`src/rtl/softmax_pkg.sv`:
```
// Shared types and sizes for the softmax output path (flattener and row gather).
package softmax_pkg;

  localparam int SM_N      = 32;
  localparam int SM_DATA_W = 16;
  localparam int SM_ADDR_W = 5;

  typedef logic [SM_DATA_W-1:0] sm_word_t;
  typedef sm_word_t sm_row_t [SM_N];

  typedef enum logic [1:0] {
    IDLE  = 2'd0,
    ISSUE = 2'd1,
    DRAIN = 2'd2,
    HOLD  = 2'd3
  } gather_state_e;

endpackage

```
`src/rtl/rd_lat_pipe.sv`:
```
// Tracks in-flight BRAM reads: RD_LAT-deep shift register of {vld, idx} whose
// last stage lines up with the data returned by the BRAM.
module rd_lat_pipe #(
  parameter int RD_LAT = 1,
  parameter int IDX_W  = 5
) (
  input  logic             i_clk,
  input  logic             i_rst,
  input  logic             i_vld,
  input  logic [IDX_W-1:0] i_idx,
  output logic             o_vld,
  output logic [IDX_W-1:0] o_idx
);

  logic [RD_LAT-1:0] vld_q;
  logic [IDX_W-1:0]  idx_q [RD_LAT];

  always_ff @(posedge i_clk or posedge i_rst) begin
    if (i_rst) begin
      vld_q <= '0;
      for (int k = 0; k < RD_LAT; k++) idx_q[k] <= '0;
    end else begin
      vld_q[0] <= i_vld;
      idx_q[0] <= i_idx;
      for (int k = 1; k < RD_LAT; k++) begin
        vld_q[k] <= vld_q[k-1];
        idx_q[k] <= idx_q[k-1];
      end
    end
  end

  assign o_vld = vld_q[RD_LAT-1];
  assign o_idx = idx_q[RD_LAT-1];

endmodule

```
`src/rtl/bram_row_gather.sv`:
```
// Fetches an N-word row from a synchronous BRAM port, one read per cycle, and
// presents it as a parallel row register behind a valid/ready handshake.
module bram_row_gather
  import softmax_pkg::*;
#(
  parameter int N      = SM_N,
  parameter int DATA_W = SM_DATA_W,
  parameter int ADDR_W = SM_ADDR_W,
  parameter int RD_LAT = 1
) (
  input  logic              i_clk,
  input  logic              i_rst,
  input  logic              i_start,
  input  logic [ADDR_W-1:0] i_base_addr,
  output logic              o_busy,
  output logic              o_start_ign,
  output logic              o_rd_en,
  output logic [ADDR_W-1:0] o_rd_addr,
  input  logic [DATA_W-1:0] i_rd_data,
  output logic [DATA_W-1:0] o_row [N],
  output logic              o_row_valid,
  input  logic              i_row_ready,
  output gather_state_e     o_state
);

  localparam int IDX_W = (N > 1) ? $clog2(N) : 1;
  localparam logic [IDX_W-1:0] LAST_IDX = IDX_W'(N - 1);

  if (RD_LAT != 1 && RD_LAT != 2) begin : g_bad_rd_lat
    $error("bram_row_gather: RD_LAT must be 1 or 2");
  end

  gather_state_e     state_q, state_d;
  logic [ADDR_W-1:0] base_q, base_d;
  logic [IDX_W-1:0]  idx_q, idx_d;
  logic              rd_en_q, rd_en_d;
  logic [ADDR_W-1:0] rd_addr_q, rd_addr_d;
  logic              ign_q, ign_d;
  logic              valid_q, valid_d;
  logic [DATA_W-1:0] row_q [N];
  logic              accept;
  logic              cap_vld;
  logic [IDX_W-1:0]  cap_idx;

  // Handshake: the row transfers on a cycle where o_row_valid & i_row_ready are
  // both high; o_row_valid never drops before that and o_row is frozen meanwhile.
  always_comb begin
    state_d   = state_q;
    base_d    = base_q;
    idx_d     = idx_q;
    rd_en_d   = 1'b0;
    rd_addr_d = rd_addr_q;
    valid_d   = valid_q;
    accept    = 1'b0;
    case (state_q)
      IDLE:  accept = i_start;
      ISSUE: begin
        if (idx_q == LAST_IDX) begin
          state_d = DRAIN;
        end else begin
          idx_d     = idx_q + IDX_W'(1);
          rd_en_d   = 1'b1;
          rd_addr_d = base_q + ADDR_W'(idx_d);
        end
      end
      DRAIN: begin
        if (cap_vld && cap_idx == LAST_IDX) begin
          state_d = HOLD;
          valid_d = 1'b1;
        end
      end
      HOLD: begin
        if (i_row_ready) begin
          state_d = IDLE;
          valid_d = 1'b0;
          accept  = i_start;
        end
      end
      default: state_d = IDLE;
    endcase
    // A new start reuses the same first-read setup whether it came from IDLE or HOLD.
    if (accept) begin
      state_d   = ISSUE;
      base_d    = i_base_addr;
      idx_d     = '0;
      rd_en_d   = 1'b1;
      rd_addr_d = i_base_addr;
    end
    ign_d = i_start && !accept;
  end

  always_ff @(posedge i_clk or posedge i_rst) begin
    if (i_rst) begin
      state_q   <= IDLE;
      base_q    <= '0;
      idx_q     <= '0;
      rd_en_q   <= 1'b0;
      rd_addr_q <= '0;
      ign_q     <= 1'b0;
      valid_q   <= 1'b0;
    end else begin
      state_q   <= state_d;
      base_q    <= base_d;
      idx_q     <= idx_d;
      rd_en_q   <= rd_en_d;
      rd_addr_q <= rd_addr_d;
      ign_q     <= ign_d;
      valid_q   <= valid_d;
    end
  end

  rd_lat_pipe #(
    .RD_LAT(RD_LAT),
    .IDX_W (IDX_W)
  ) u_rd_lat_pipe (
    .i_clk(i_clk),
    .i_rst(i_rst),
    .i_vld(rd_en_q),
    .i_idx(idx_q),
    .o_vld(cap_vld),
    .o_idx(cap_idx)
  );

  always_ff @(posedge i_clk or posedge i_rst) begin
    if (i_rst) begin
      for (int k = 0; k < N; k++) row_q[k] <= '0;
    end else if (cap_vld) begin
      row_q[cap_idx] <= i_rd_data;
    end
  end

  assign o_busy      = (state_q != IDLE);
  assign o_start_ign = ign_q;
  assign o_rd_en     = rd_en_q;
  assign o_rd_addr   = rd_addr_q;
  assign o_row       = row_q;
  assign o_row_valid = valid_q;
  assign o_state     = state_q;

endmodule

```
`config.mk`:
```
export PLATFORM = sky130hd
export DESIGN_NAME = bram_row_gather
export DESIGN_NICKNAME = d
export VERILOG_FILES = /design/src/rtl/softmax_pkg.sv /design/src/rtl/rd_lat_pipe.sv /design/src/rtl/bram_row_gather.sv
export SDC_FILE = /design/constraint.sdc
export NUM_CORES = 1
export LEC_CHECK = 0
export CAP_MARGIN = 20
export CORE_MARGIN = 2
export CORE_UTILIZATION = 45
export CTS_BUF_LIST = sky130_fd_sc_hd__clkbuf_2 sky130_fd_sc_hd__clkbuf_4 sky130_fd_sc_hd__clkbuf_8
export CTS_CLUSTER_SIZE = 40
export DETAILED_ROUTE_END_ITERATION = 10
export PLACE_DENSITY = 0.78
export REMOVE_ABC_BUFFERS = 1
export SLEW_MARGIN = 10
export SYNTH_ARGS = -nofsm -noshare
export SYNTH_HDL_FRONTEND = slang
export SYNTH_SLANG_ARGS = --single-unit
```
`constraint.sdc`:
```
create_clock -name i_clk -period 18.95 [get_ports i_clk]
set_input_delay 2.8425 -clock i_clk [delete_from_list [all_inputs] [get_ports i_clk]]
set_output_delay 2.8425 -clock i_clk [all_outputs]
set_load 0.05 [all_outputs]
```
==> qor.csv, run 1 <==
stage,metric,value,unit
run_status,status,finished clean,
floorplanning,io_pins,548,
power,internal_power,2.839,mW
drt,wl_per_cell,24.34,µm
logic_synthesis,synth_edf_count,0,
sta,slew_headroom,27.41,%
logic_synthesis,yosysMostFrequentCell,dfrtp_1,
grt,gr-total-overflow,0,
power,swShare,42.99,%
sta,tightest_slew,1.089,ns
cts,hold_buffers,0,
drt,vias,13150,
final_layout,nets,1886,
grt,grt_util_all_layers,25.65,%
cts,cts_root_buffer,clkbuf_8,
logic_synthesis,async_flop_share,100.0,%
drt,ant_nets,0,
floorplanning,die_h,218.0,µm
drt,firstDrtPassIters,6,
logic_synthesis,synth_cells,1290,
power,power_frac_comb,45.6,%
final_layout,fin_util,62.70,%
sta,final_hold_viol_count,0,
worst_hold_path,worstHoldPathType,reg -> reg,
logic_synthesis,yosys.area.top_type,dfrtp_1,
cts,clkSinkCount,538,
sta,min_period_over_period,30.62,%
floorplanning,die_area,47540,µm²
power,p_sw,2.141,mW
final_layout,area_delta_synth_final,37.71,%
place,post-place-ws,11.86,ns
sta,rsz0062_at_grt,false,
drt,drc_errors,0,
cts,cts_setup_buffers,0,
power,seqPwrFrac,33.3,%
cts,numCtsBuffers,88,
drt,wirelength,61120,µm
logic_synthesis,yosysTopAreaCellShare,65.30,%
logic_synthesis,ys_seq_area_share,65.30,%
setup_path,start_kind,input pin,
logic_synthesis,synth-seq-cells,538,
place,hpwl,39320,µm
power,clock_power_share,21.1,%
final_layout,finalInstanceArea,28390,µm²
sta,period_minus_slack,5.802,ns
logic_synthesis,yosys_warnings,0,
power,p_per_area,175.4,nW/µm²
drt,viasPerCell,5.238,
sta,fmax,0.1724,GHz
final_layout,fillers,3418,
drt,drt_iter0_drc,622,
logic_synthesis,yosys-top-cells-area,"dfrtp_1, mux2_2, clkbuf_1, buf_2, ha_1",
place,portBuffers,547,
setup_path,worstPathRequired,19.75,ns
cts,cts_buffer_depth,3,
final_layout,diodes,0,
place,gp_congestion,0.7808,
cts,htree_levels,3,
grt,grt_pass1_wl,90000,µm
cts,cts_resized,0,
logic_synthesis,yosysUniqueCellTypes,40,
place,dpl_cell_area,26430,µm²
floorplanning,core_area,45280,µm²
setup_path,cp.arrival,6.60,ns
sta,setup_viol,0,
floorplanning,start_util,45.53,%
cts,cts_tree,built,
setup_path,setup.worst_path.class,in -> async,
run,cap_violations,0,
power,p_leak,12.81,nW
cts,clk_latency,0.65,ns
sta,slew_viol_final,0,
sta,fin_ws,13.15,ns
logic_synthesis,netlist_area,20620,µm²
power,ir_drop,0.0001647,V
logic_synthesis,synthFlopType,dfrtp_1,
logic_synthesis,avgSynthCellArea,15.98,µm²
grt,grt_pass1_vias,13980,
final_layout,drive_gt1_share,37.10,%
setup_path,critical_path.max_fanout,119,
grt,grt_max_degree,149,
floorplanning,fp-row-count,78,
cts,clkTransAtPathRegs,0.06,ns
sta,final.setup_skew,0.02494,ns
setup_path,end_kind,asynchronous set/reset pin,
grt,antenna_found_initial,0,
sta,setup_tns,0,ns
logic_synthesis,synth_top_cells_by_count,"dfrtp_1, mux2_2, clkbuf_1",
floorplanning,die_x,218.0,µm
-- area by class of cell --
cell class              count  area, µm²  share of cell area (%)
well taps                 600      750.7                   2.644
repair buffers            566       5602                   19.73
clock buffers             143       1812                   6.381
multi-input cells         648       6674                   23.51
flip-flops and latches    538      13460                   47.42
inverters                   6      30.03                  0.1058
clock inverters            10      61.31                  0.2159
-- routing by layer --
metal	wire (µm)	GRT usage [%]	vias to the layer above
met4	2331	11.22	0
li1	-	-	5628
met5	0	0	-
met2	30590	43.09	475
met1	24260	31.45	6930
met3	3929	6.332	120
-- final timing paths --
check	start	endpoint	slack (ns)	cells past startpoint
max reg2reg	u_rd_lat_pipe.o_idx[3]	o_row[272]	15.97	4
max	i_rst	o_row[286]	13.15	7
min	o_rd_en	u_rd_lat_pipe.o_vld	0.43	0
max in group i_clk	o_state[1]	o_busy	13.81	4
min reg2reg	o_rd_en	u_rd_lat_pipe.o_vld	0.43	0
min in group asynchronous	i_rst	o_row[465]	2.55	2
-- sequential cells by signal, summed over array words and instances (netlist names) --
name	cells
u_rd_lat_pipe.o_idx	5
o_state	2
o_row	512
o_row_valid	1
o_rd_addr	5
idx_q	5
u_rd_lat_pipe.o_vld	1
o_start_ign	1
base_q	5
o_rd_en	1
-- critical path, cell delays in order --
cell and delay [ns]:
clkdlybuf4s50_1 0.49, inv_8 0.23, buf_16 0.46, buf_4 0.83
buf_4 0.83, buf_4 0.49, buf_16 0.32
-- stage by stage --
stage / hold WS [ns] / power (mW) / std cells
finish: 0.4283 / 4.980 / 2511
global placement: 0.3960 / 3.901 / 2354
detailed placement: 0.4143 / 3.949 / 2354
global route: 0.4374 / 5.165 / 2511
floorplan: 0.3797 / 3.108 / 1192
CTS: 0.4273 / 5.015 / 2507
-- cells by family (layout without fill, tap and decap cells) --
logic type	Yosys count	count (layout)	synth area share, %
xor gates and xnor gates	7	7	0.2974
AOI/OAI and AO/OA	23	23	0.6190
buffers and inverters	104	725	2.373
muxes	516	516	28.16
DFF	538	538	65.30
and+or+nand+nor	89	89	2.422
adders and majority gates	13	13	0.8253
-- power by group through the flow --
| stage | sequential (mW) | clock [mW] | combinational, mW |
|---|---|---|---|
| 2_1_floorplan | 2.73 | 0 | 0.377 |
| 3_3_place_gp | 1.65 | 0 | 2.25 |
| 3_5_place_dp | 1.67 | 0 | 2.27 |
| 4_1_cts | 1.66 | 1.08 | 2.28 |
| 5_1_grt | 1.70 | 1.13 | 2.34 |
| 6_report | 1.66 | 1.05 | 2.27 |
-- layout by cell type, fill, tap and decap left out, types with 2 or more instances in the layout --
cell	count
clkbuf_8	118
nor2b_1	3
ha_1	12
clkinvlp_4	3
buf_2	16
nor3_2	4
nand2b_1	6
nand4_1	3
xnor2_1	5
o21ai_0	8
mux2_2	501
buf_16	3
xor2_1	2
clkinv_2	6
nor4_4	2
nor3_1	2
mux2i_1	3
clkbuf_4	25
dfrtp_1	538
inv_1	5
nand3_1	5
nand2_1	38
nor2_2	8
buf_4	15
clkdlybuf4s50_1	531
nor2_1	9
a21oi_1	11
mux2_1	12
(Power assumes the default switching activity.)
==> inputs of run 2 (changes only) <==
==> constraint.sdc (replaced) <==
create_clock -name i_clk -period 5.3 [get_ports i_clk]
set_input_delay 0.795 -clock i_clk [delete_from_list [all_inputs] [get_ports i_clk]]
set_output_delay 0.795 -clock i_clk [all_outputs]
set_load 0.05 [all_outputs]
==> run 2 against run 1 <==
  * Flip-flop and latch count stayed put
  * Worst hold slack worse by 0.010 ns
  * Critical path depth is 3 lower
  * Critical path type is now reg -> out
  * Non-clock buffer count is 3 higher
==> qor.csv, run 2 (synthesis results as in run 1) <==
stage,metric,value,unit
place,hpwl,40290,µm
power,p_per_area,629.5,nW/µm²
floorplanning,die_h,218.0,µm
sta,min_period_over_period,59.09,%
place,portBuffers,547,
floorplanning,core_area,45280,µm²
sta,slew_headroom,25.79,%
final_layout,drive_gt1_share,37.43,%
power,p_leak,12.84,nW
final_layout,nets,1889,
sta,tightest_slew,1.112,ns
run_status,status,finished clean,
final_layout,fillers,3433,
floorplanning,die_area,47540,µm²
grt,grt_pass1_vias,14090,
cts,cts_buffer_depth,3,
sta,rsz0062_at_grt,false,
setup_path,r2r_slack,2.52,ns
cts,hold_buffers,0,
sta,final_hold_viol_count,0,
final_layout,layout_commonest_cell,dfrtp_1,
sta,setup_tns,0,ns
drt,ant_nets,0,
floorplanning,io_pins,548,
final_layout,diodes,0,
grt,grt_util_all_layers,26.38,%
final_layout,area_delta_synth_final,37.87,%
cts,cts_resized,0,
setup_path,end_kind,output port,
sta,slew_viol_final,0,
cts,htree_levels,3,
setup_path,start_kind,flip-flop,
drt,viasPerCell,5.254,
setup_path,worstPathRequired,4.51,ns
sta,period_minus_slack,3.132,ns
grt,antenna_found_initial,0,
setup_path,critical_path.max_fanout,6,
floorplanning,start_util,45.53,%
power,ir_drop,0.0004522,V
sta,setup_viol,0,
grt,grt_pass1_wl,92330,µm
floorplanning,fp-row-count,78,
run,cap_violations,0,
setup_path,cp.arrival,2.34,ns
worst_hold_path,worstHoldPathType,reg -> reg,
cts,clk_latency,0.69,ns
grt,grt_max_degree,126,
cts,cts_tree,built,
cts,clkTransAtPathRegs,0.06,ns
cts,cts_setup_buffers,0,
sta,final.setup_skew,0.02865,ns
drt,drc_errors,0,
drt,vias,13250,
sta,fmax,0.3193,GHz
place,gp_congestion,0.7852,
drt,wl_per_cell,24.82,µm
final_layout,final_cell_mix,"dfrtp_1, clkdlybuf4s50_1, mux2_2",
drt,firstDrtPassIters,4,
cts,numCtsBuffers,88,
cts,cts_root_buffer,clkbuf_8,
cts,clkSinkCount,538,
drt,wirelength,62570,µm
floorplanning,die_x,218.0,µm
setup_path,setup.worst_path.class,reg -> out,
drt,drt_iter0_drc,702,
final_layout,largest_reg_flops,512,
grt,gr-total-overflow,0,
power,total_power,17.89,mW
run 2: cell types whose count changed in the layout (fill, tap and decap cells not counted), moves of 2 or more:
cell,previous run,this run
clkbuf_4,25,37
clkbuf_8,118,111
buf_4,15,19
buf_16,3,0
buf_12,0,2
clkinv_2,6,4
inv_6,0,2
run 2: power by group:
group	switching (mW)	internal, mW
logic	5.37	2.75
clock network	1.66	2.20
registers	0.669	5.25
run 2: critical path, cell delays in order (launching register included):
cell,delay (ns)
dfrtp_1,0.46
inv_1,0.09
ha_1,0.24
inv_1,0.07
clkdlybuf4s50_1,0.80
run 2: path summary, 6_finish.rpt:
path                                           to  cells after the start                   start
setup / recovery                           o_busy                      4              o_state[0]
min in group asynchronous              o_row[471]                      2                   i_rst
hold reg to reg            u_rd_lat_pipe.o_idx[4]                      0                idx_q[4]
setup reg to reg                       o_row[266]                      4  u_rd_lat_pipe.o_idx[3]
max in group asynchronous              o_row[193]                      3                   i_rst
hold / removal             u_rd_lat_pipe.o_idx[4]                      0                idx_q[4]
run 2: final cells by class:
cell class,count,area (µm²),area share [%]
well taps,600,750.7,2.641
flip-flops and latches,538,13460,47.36
repair buffers,569,5593,19.68
inverters,6,30.03,0.1056
clock buffers,148,1805,6.352
clock inverters,12,110.1,0.3873
multi-input cells,648,6674,23.48
run 2: layer usage:
layer  track usage, %  up-vias  wire [µm]
li1                 -     5634          -
met1            32.74     6978      25030
met2            43.46      505      30880
met3            6.792      128       4289
met4            11.95        0       2379
met5                0        -          0
run 2: through the flow:
step / cells / hold slack (ns) / instance area [µm²] / setup slack (ns) / util, %
floorplan: 1192 / 0.3797 / 20150 / -10.53 / -
global placement: 2360 / 0.3875 / 26500 / 2.575 / 58.51
detailed placement: 2361 / 0.3818 / 26510 / 2.583 / 58.54
CTS: 2521 / 0.4163 / 28430 / 2.126 / 62.77
global route: 2521 / 0.4340 / 28430 / 2.073 / 62.77
finish: 2521 / 0.4181 / 28430 / 2.168 / 62.77
==> inputs of run 3 (changes only) <==
==> constraint.sdc (replaced) <==
create_clock -name i_clk -period 2.7 [get_ports i_clk]
set_input_delay 0.405 -clock i_clk [delete_from_list [all_inputs] [get_ports i_clk]]
set_output_delay 0.405 -clock i_clk [all_outputs]
set_load 0.05 [all_outputs]
==> run 3 against run 2 <==
  * Sequential power rose by 96%
  * Clock power rose by 94%
  * Final cell count increased by 1.3%
  * Critical path depth unchanged
  * Non-clock buffer count increased by 39
  * Total power grew 96%
  * Critical endpoint unchanged
  * Highest routed layer unchanged
==> qor.csv, run 3 (synthesis results as in run 1) <==
stage,metric,value,unit
drt,drc_errors,0,
place,portBuffers,547,
setup_path,setup.worst_path.class,reg -> out,
floorplanning,core_area,45280,µm²
grt,grt_util_all_layers,26.88,%
setup_path,rr_worst_depth,6,
setup_path,r2r-start,idx_q[0],
power,total_power,35.16,mW
setup_path,path_buf_inv,3,
drt,wirelength,63980,µm
drt,firstDrtPassIters,4,
floorplanning,die_h,218.0,µm
setup_path,crit_path_frequent_cell,inv_1,
final_layout,largest_reg_flops,512,
cts,clkTransAtPathRegs,0.06,ns
grt,grt_max_degree,62,
cts,cts_buffer_depth,3,
sta,rsz0062_at_grt,false,
final_layout,drive_gt1_share,38.45,%
grt,antenna_found_initial,0,
grt,gr-total-overflow,0,
sta,slew_viol_final,0,
cts,cts_tree,built,
floorplanning,io_pins,548,
cts,cts_setup_buffers,0,
setup_path,critical_path.max_fanout,6,
cts,clk_latency,0.66,ns
grt,gr-usage-met1,33.15,%
final_layout,area_delta_synth_final,39.39,%
cts,hold_buffers,0,
cts,clkSinkCount,538,
final_layout,final_cell_mix,"dfrtp_1, clkdlybuf4s50_1, mux2_2",
setup_path,cp_slowest_cell,dlygate4sd2_1,
power,p_per_area,1223,nW/µm²
setup_path,start_kind,flip-flop,
worst_hold_path,worstHoldPathType,in -> async,
sta,period_minus_slack,2.447,ns
setup_path,worstPathRequired,2.30,ns
grt,grt_pass1_vias,14350,
setup_path,critPathTopFamily,buffers and inverters,
setup_path,cp.arrival,2.04,ns
sta,final.setup_skew,0.01814,ns
run_status,status,finished clean,
floorplanning,die_x,218.0,µm
final_layout,nets,1927,
cts,numCtsBuffers,87,
sta,final_hold_viol_count,0,
sta,tightest_slew,1.082,ns
drt,drt_iter0_drc,722,
power,p_leak,13.02,nW
sta,min_period_over_period,90.64,%
run,cap_violations,0,
place,gp_congestion,0.8343,
sta,setup_viol,0,
floorplanning,fp-row-count,78,
setup_path,r2r-end,idx_q[3],
setup_path,cp_cell_sequence,"inv_1, ha_1, inv_1, dlygate4sd2_1",
setup_path,crit_path_max_incr_delay,0.52,ns
power,ir_drop,0.0009082,V
drt,vias,13500,
floorplanning,die_area,47540,µm²
final_layout,final_cell_count_no_fill,2554,
cts,cts_resized,1,
setup_path,end_kind,output port,
final_layout,fin_util,63.46,%
drt,ant_nets,0,
grt,grtUsageMet2,44.40,%
grt,top_usage_layer,met2,
sta,fmax,0.4086,GHz
place,hpwl,41930,µm
sta,slew_headroom,27.89,%
place,placed_cells,2400,
grt,grt_pass1_wl,94210,µm
final_layout,layout_commonest_cell,dfrtp_1,
setup_path,r2r_slack,0.66,ns
drt,wl_per_cell,25.05,µm
grt,use_met3,6.597,%
drt,viasPerCell,5.287,
cts,cts_root_buffer,clkbuf_8,
final_layout,fillers,3374,
cts,htree_levels,3,
floorplanning,start_util,45.53,%
==> run 3: cell types whose count changed in the layout (fill, tap and decap cells not counted), moves of 2 or more <==
cell / before / now
buf_12: 2 / 7
clkbuf_8: 111 / 115
clkbuf_4: 37 / 29
inv_6: 2 / 0
buf_4: 19 / 54
==> run 3: worst max path at each step <==
stage	from	end	slack, ns	cells after the start
CTS	o_state[0]	o_busy	0.18	4
global placement	i_row_ready	o_rd_addr[4]	0.64	5
finish	o_state[0]	o_busy	0.25	4
floorplan	i_rst	base_q[0]	-12.74	1
detailed placement	i_row_ready	o_rd_addr[4]	0.62	5
global route	o_state[1]	o_busy	0.13	4
==> run 3: report_power, final <==
group,switching [mW],internal (mW)
clock,3.19,4.28
combinational,10.6,5.45
sequential,1.32,10.3
==> run 3: routing by layer <==
metal  wire length (µm)  vias up
met1              25410     7124
li1                   -     5711
met5                  0        -
met2              31580      499
met4               2925        0
met3               4067      169
==> run 3: worst reg2reg max path: cells and delay by family, from the launching register on <==
| family | cells | cell delay (ns) |
|---|---|---|
| flip-flops | 1 | 0.42 |
| adder cells (fa/ha/maj) | 2 | 0.44 |
| AO/OA/AOI/OAI | 1 | 0.14 |
| AND/OR/NAND/NOR | 3 | 0.96 |
==> run 3: stage by stage <==
stage	setup WS, ns	hold WS, ns	cell area [µm²]	setup TNS, ns
2_1_floorplan	-12.74	0.3797	20150	-6855.21
3_3_place_gp	0.6447	0.3575	26860	0
3_5_place_dp	0.6208	0.3612	26860	0
6_report	0.2528	0.1746	28740	0
5_1_grt	0.1331	0.1447	28740	0
4_1_cts	0.1818	0.1096	28740	0
==> run 3: area by class of cell <==
type | instances | area (µm²) | share of cell area, %
clock buffer | 144 | 1800 | 6.265
timing repair buffer | 608 | 5939 | 20.67
antenna | 1 | 2.502 | 0.008708
clock inverter | 9 | 77.57 | 0.2699
inverter | 6 | 30.03 | 0.1045
multi-input combinational | 648 | 6674 | 23.22
sequential | 538 | 13460 | 46.85
tap | 600 | 750.7 | 2.612
